File: src/rtl/inst_fetch_bridge.sv
// Instruction fetch bridge: adapts the core's single-cycle ROM port to a
// request/grant/response bus. It keeps a one-word fetch buffer and stalls the core on a miss.
module inst_fetch_bridge #(
  parameter int unsigned TIMEOUT_CYCLES = 255,
  parameter logic [31:0] ERR_INST       = 32'h0000_0000
) (
  input  logic        clk,
  input  logic        rst,
  input  logic        cpu_ce_i,
  input  logic [31:0] cpu_addr_i,
  output logic [31:0] cpu_data_o,
  output logic        stallreq_o,
  input  logic        flush_i,
  output logic        bus_req_o,
  output logic [31:0] bus_addr_o,
  input  logic        bus_gnt_i,
  input  logic        bus_rvalid_i,
  input  logic [31:0] bus_rdata_i,
  input  logic        bus_err_i,
  output logic        err_o
);

  typedef enum logic [1:0] {IDLE, REQ, WAIT} state_t;

  localparam logic [15:0] TMO_LAST = 16'(TIMEOUT_CYCLES - 1);

  state_t      state;
  logic        buf_valid;
  logic [29:0] buf_addr;
  logic [31:0] buf_data;
  logic [29:0] req_addr;
  logic [15:0] tmo_cnt;
  logic        discard;
  logic        hit;
  logic        unused_ok;

  // Byte-offset bits never take part in the word compare.
  assign unused_ok = &{1'b0, cpu_addr_i[1:0]};

  assign hit        = cpu_ce_i & buf_valid & (cpu_addr_i[31:2] == buf_addr);
  assign cpu_data_o = (rst && hit) ? buf_data : '0;
  assign stallreq_o = rst & cpu_ce_i & (~hit | (state != IDLE));
  assign bus_addr_o = {req_addr, 2'b00};

  always_ff @(posedge clk) begin
    if (!rst) begin
      state     <= IDLE;
      buf_valid <= 1'b0;
      buf_addr  <= '0;
      buf_data  <= '0;
      req_addr  <= '0;
      tmo_cnt   <= '0;
      discard   <= 1'b0;
      bus_req_o <= 1'b0;
      err_o     <= 1'b0;
    end else begin
      err_o <= 1'b0;
      if (flush_i) buf_valid <= 1'b0;
      case (state)
        IDLE: begin
          discard <= 1'b0;
          if (cpu_ce_i && !hit && !flush_i) begin
            req_addr  <= cpu_addr_i[31:2];
            bus_req_o <= 1'b1;
            state     <= REQ;
          end
        end
        REQ: begin
          if (flush_i) discard <= 1'b1;
          if (bus_gnt_i) begin
            bus_req_o <= 1'b0;
            tmo_cnt   <= '0;
            state     <= WAIT;
          end
        end
        WAIT: begin
          tmo_cnt <= tmo_cnt + 16'd1;
          if (flush_i) discard <= 1'b1;
          if (bus_rvalid_i || tmo_cnt == TMO_LAST) begin
            state   <= IDLE;
            discard <= 1'b0;
            // A flush now or earlier in this transaction drops the result, error included.
            if (!discard && !flush_i) begin
              buf_valid <= 1'b1;
              buf_addr  <= req_addr;
              if (bus_rvalid_i && !bus_err_i) begin
                buf_data <= bus_rdata_i;
              end else begin
                buf_data <= ERR_INST;
                err_o    <= 1'b1;
              end
            end
          end
        end
        default: state <= IDLE;
      endcase
    end
  end

endmodule

File: config.mk
export PLATFORM = sky130hd
export DESIGN_NAME = inst_fetch_bridge
export DESIGN_NICKNAME = d
export VERILOG_FILES = /design/src/rtl/inst_fetch_bridge.sv
export SDC_FILE = /design/constraint.sdc
export NUM_CORES = 1
export LEC_CHECK = 0
export CAP_MARGIN = 0
export CORE_MARGIN = 2
export CORE_UTILIZATION = 40
export DETAILED_ROUTE_END_ITERATION = 12
export GPL_ROUTABILITY_DRIVEN = 0
export PLACE_DENSITY_LB_ADDON = 0.2
export SKIP_LAST_GASP = 1
export SLEW_MARGIN = 40
export SYNTH_ARGS = -nofsm -noshare
export SYNTH_HDL_FRONTEND = slang
export SYNTH_SLANG_ARGS = --single-unit
File: constraint.sdc
create_clock -name clk -period 2.6 [get_ports clk]
set_input_delay 0.52 -clock clk [delete_from_list [all_inputs] [get_ports clk]]
set_output_delay 0.52 -clock clk [all_outputs]
set_load 0.05 [all_outputs]
# After elaboration in Yosys (flattened, before gate mapping)

Cells that the tools add are included.

Register bits after elaboration: 114
Output and inout bits: 67
Word-level logic and storage cells: 63

$add $sub $neg: 1
Equality and inequality tests: 7
Multiplexer cells: 19
Bitwise gates (word level): 6
Reduce and logical (&&, ||, !) cells: 21

Operator list:

| cell                                                 | number |
|---|---|
| 2-to-1 mux 32 bit                                    | 2 |
| one-hot mux 16 bit (2 select lines)                  | 1 |
| equality test 30 bit                                 | 1 |
| adder 16 x 1 -> 16 bit, second input constant        | 1 |
| equality test 16 x 8 -> 1 bit, second input constant | 1 |
| 2-to-1 mux 16 bit                                    | 1 |
| 2-to-1 mux 1 bit                                     | 9 |
| AND reduction 3 bit                                  | 3 |
| 2-to-1 mux 2 bit                                     | 3 |
| inequality test 2 bit, second input constant         | 3 |
| one-hot mux 2 bit (3 select lines)                   | 1 |
| nonzero test 2 bit                                   | 3 |
| logical AND 1 bit                                    | 5 |
| bitwise AND 1 bit                                    | 4 |
| logical NOT 1 bit                                    | 4 |
| AND reduction 2 bit                                  | 2 |
| AND reduction 4 bit                                  | 1 |
| one-hot mux 1 bit (3 select lines)                   | 1 |
| nonzero test 3 bit                                   | 1 |
| equality test 2 x 1 -> 1 bit, second input constant  | 1 |
| equality test 2 bit, second input constant           | 1 |
| logical NOT 2 bit                                    | 1 |
| one-hot mux 1 bit (2 select lines)                   | 1 |
| logical OR 1 bit                                     | 1 |
| other kinds (2)                                      | 2 |

# Logic depth before layout (Yosys ltp)

Depth in word-level cells: 7
Depth in mapped cells: 10
Mapped depth without buffers: 8

# Least setup slack after synthesis

OpenSTA, ideal clock, no wires.

Kind: input to output
Start: input port cpu_addr_i[27]
End: output port cpu_data_o[22]
Arrival: 2.001 ns
Setup slack: 0.079 ns
Stages: 6
Buffers on the path: 1
Cells stage by stage: xor2_1 nor4_1 nand4_1 nor2_1 clkbuf_1 and3_1

Cells in the longest elaborated chain, start to end: 4

Ends and longest elaborated chain:

| what                 | RTL line | source |
|---|---|---|
| start: declaration   | 10       | `input logic [31:0] cpu_addr_i,` |
| equality test 30 bit | 40       | `assign hit = cpu_ce_i & buf_valid & (cpu_addr_i[31:2] == buf_addr);` |
| bitwise AND 1 bit    | 40       |  |
| logical AND 1 bit    | 41       | `assign cpu_data_o = (rst && hit) ? buf_data : '0;` |
| 2-to-1 mux 32 bit    | 41       |  |
| end: declaration     | 11       | `output logic [31:0] cpu_data_o,` |

Every way passes these cells.

# Worst setup path after layout

Start: input port cpu_addr_i[5]
End: output port cpu_data_o[12]

The elaborated chain is that of the path after synthesis.

==> qor.csv <==
stage,metric,value,unit
power_and_ir_drop,switchingPower,1.22,mW
min_path,holdPathStages,3,
yosys,synthDominantCellAreaShare,0.456,
timing,final_worst_path_period_need,2.90,ns
finish,fillerInstances,979,
finish,area.sequential,2290,sq um
timing,timing.setup.tns,-9.45,ns
yosys,synthFlopType,dfxtp_1,
yosys,synth.yosys.seq_area_share,0.456,
power_and_ir_drop,seq_power_share,0.372,
power_and_ir_drop,power.share.switching,0.242,
yosys,postSynth.asyncResetShare,0,
power_and_ir_drop,clock_power_share,0.489,
clock_network,cts_htree_levels,4,
placement,io_buffers,133,
route,routed_wl,12900,microns
route,drt-wirelength-per-cell,15.8,microns
critical_path,timing.critical_path.from_type,input port,
yosys,syn_area,5000,sq um
finish,multiInputGateArea,2780,sq um
finish,area_delta_synth_final,57.2,%
clock_network,clk_root_buffer_cell,clkbuf_16,
finish,finish.net_count,709,
clock_network,post_cts_hold_fix_bufs,0,
min_path,hold_path.class,input port to register,
timing,setup_repair_after_global_routing_missed_its_margin,true,
clock_network,cts-buffers-inserted,17,
critical_path,worst_r2r_path_depth,9,
clock_network,cts_num_sinks,114,
global_routing,globalRouteTotalUtil,0.197,
power_and_ir_drop,static-leakage-power,3.16,nW
run_status,failed_checks,negative setup slack,
timing,hold_violations,0,
yosys,yosys_register_bits,114,
route,drc,0,
power_and_ir_drop,totalPowerFinal,5.01,mW
floorplan,starting_density_of_the_core,0.413,
yosys,postSynthCellCount,488,
power_and_ir_drop,power_density,638,nW/um^2
yosys,synth_top_cells_by_area,"dfxtp_1 46%, mux2i_1 12%, nor2b_1 8.1%, xor2_1 6.8%, a22o_1 5.6%",
placement,dp.final_hpwl,8490,microns
finish,layout_commonest_cell,dfxtp_1,
finish,mostFrequentLayoutCells,"111 x dfxtp_1, 75 x clkdlybuf4s50_1, 64 x nor2b_1",
route,dr.first_iter.drc_count,135,
yosys,count_of_unique_library_cells_instantiated_by_yosys,40,
critical_path,crit_fanout,8,
clock_network,clk_pin_slew_worst_paths,0.05,ns
timing,worst_clk_skew,0.00646,ns
run,max_cap_violations,0,
route,router_iterations_before_antenna_repair,4,
floorplan,fp.dieH,116,microns
clock_network,worst_skew_pair.late_latency,0.41,ns
yosys,yosysWarningCount,0,
global_routing,vias_in_the_first_global_route,4027,
global_routing,grt-ovfl-total,0,
timing,worst_slew_margin_relative_to_its_limit,0.464,
timing,timing_max_transition_violations_final,0,
route,antenna_violating_nets_remaining,0,
timing,clock.fmax,0.345,GHz
clock_network,max-clock-path-buffers,2,
finish,layout-drive-gt1-share,0.220,
global_routing,grt_antenna_before_repair,1,
power_and_ir_drop,combinational_power_share,0.139,
run_status,run_status,"finished, violations left",
route,viasPerCell,4.94,
timing,final_min_period_over_clock_period,1.12,
critical_path,cp-end-kind,primary output,
critical_path,arrival,2.38,ns
timing,report.final.setup_viol,33,
power_and_ir_drop,vdd_drop_max,0.402,mV
global_routing,maximum_number_of_pins_on_one_net_before_global_route_repair,46,
route,via_count,4014,
global_routing,grt_first_pass_wirelength,20300,microns
yosys,synth_edf_count,0,
power_and_ir_drop,cellInternalPower,3.80,mW
critical_path,worstPathRequired,2.08,ns
floorplan,core_area,12100,sq um
floorplan,floorplan.die_area,13400,sq um
clock_network,cts_tree,done,
floorplan,floorplan.rows,40,
floorplan,die-width,116,microns
timing,setup_ws,-0.300,ns
critical_path,critPathKind,input port to primary output,
floorplan,io_pins,138,
yosys,synth_largest_area_cell,dfxtp_1,
finish,insertedDiodeCount,0,
timing,tightest_slew,0.804,ns
yosys,syn_avg_cell_area,10.2,sq um
==> final cells by class <==
cell class	count	share of cell area
inverter	6	0.00287
clock buffer	22	0.0603
timing repair buffer	157	0.246
sequential	114	0.291
clock inverter	10	0.0197
tap	168	0.0267
multi-input combinational	336	0.353
==> power by group through the flow <==
stage | clock network, mW | logic (mW) | registers [mW]
2_1_floorplan | 0 | 0.312 | 2.01
3_3_place_gp | 0 | 0.686 | 1.89
3_5_place_dp | 0 | 0.697 | 1.90
4_1_cts | 2.50 | 0.692 | 1.86
5_1_grt | 2.58 | 0.752 | 1.87
6_report | 2.45 | 0.698 | 1.86
==> path summary, 6_finish.rpt <==
kind | start | to | slack [ns]
hold / removal | cpu_addr_i[26] | req_addr[24] | 0.43
setup reg to reg | buf_addr[11] | req_addr[9] | 0.26
hold reg to reg | buf_data[25] | buf_data[25] | 0.48
setup / recovery | cpu_addr_i[5] | cpu_data_o[12] | -0.30
==> Yosys cell counts (3+ instances only) <==
cell,n
nand3_1,6
mux2i_1,60
buf_4,8
nor4b_2,3
nand2_1,13
and2_1,3
o21ai_0,8
buf_6,4
nor4_1,7
a22o_1,32
nand4_1,5
dfxtp_1,114
inv_1,6
a21oi_1,5
nor3_1,3
ha_1,6
xor2_1,39
xnor2_1,3
nor2_1,19
and3_1,36
clkbuf_1,20
nor2b_1,65
==> critical path, cell delays in order <==
cell and delay (ns):
clkdlybuf4s50_1 0.45, xor2_1 0.18, nor4_2 0.18, nand4_1 0.23, nor2_4 0.21, buf_6 0.12, clkbuf_16 0.14, and3_4 0.20
buf_12 0.14
==> flip-flops by register name, summed over array words and instances, names as in the netlist <==
name	flops
buf_addr	30
bus_req_o	1
req_addr	30
buf_valid	1
discard	1
state	2
err_o	1
tmo_cnt	16
buf_data	32
==> routing by layer <==
layer,GRT usage,share of wire
met2,0.307,0.47
met3,0.0800,0.070
met1,0.243,0.44
met5,0,0.0010
met4,0.0770,0.020
==> stage by stage <==
step	hold slack (ns)	util	area [sq um]	std cells	worst slack, ns
3_5_place_dp	0.455	0.567	6860	773	-0.506
5_1_grt	0.471	0.649	7860	813	-0.445
2_1_floorplan	0.440	-	5000	489	0.0788
6_report	0.432	0.649	7860	813	-0.300
3_3_place_gp	0.452	0.567	6860	773	-0.528
4_1_cts	0.472	0.630	7630	810	-0.343
==> kinds of logic (layout without fill, tap and decap cells) <==
| group | after synthesis | after routing | synth area share |
|---|---|---|---|
| fa+ha+maj | 6 | 6 | 0.0150 |
| xor+xnor | 42 | 42 | 0.0736 |
| other cells | 1 | 2 | 0.000750 |
| simple gates | 168 | 168 | 0.200 |
| flops | 114 | 114 | 0.456 |
| compound gates | 56 | 56 | 0.0878 |
| buf+inv | 39 | 195 | 0.0415 |
| mux | 62 | 62 | 0.125 |
==> timing repair <==
action,CTS,global route
setup endpoints to repair,33,33
resized for setup,39,43
gates cloned,2,2
pin swaps,5,17
buffers inserted,3,2
Power figures use the tool's default switching activity.
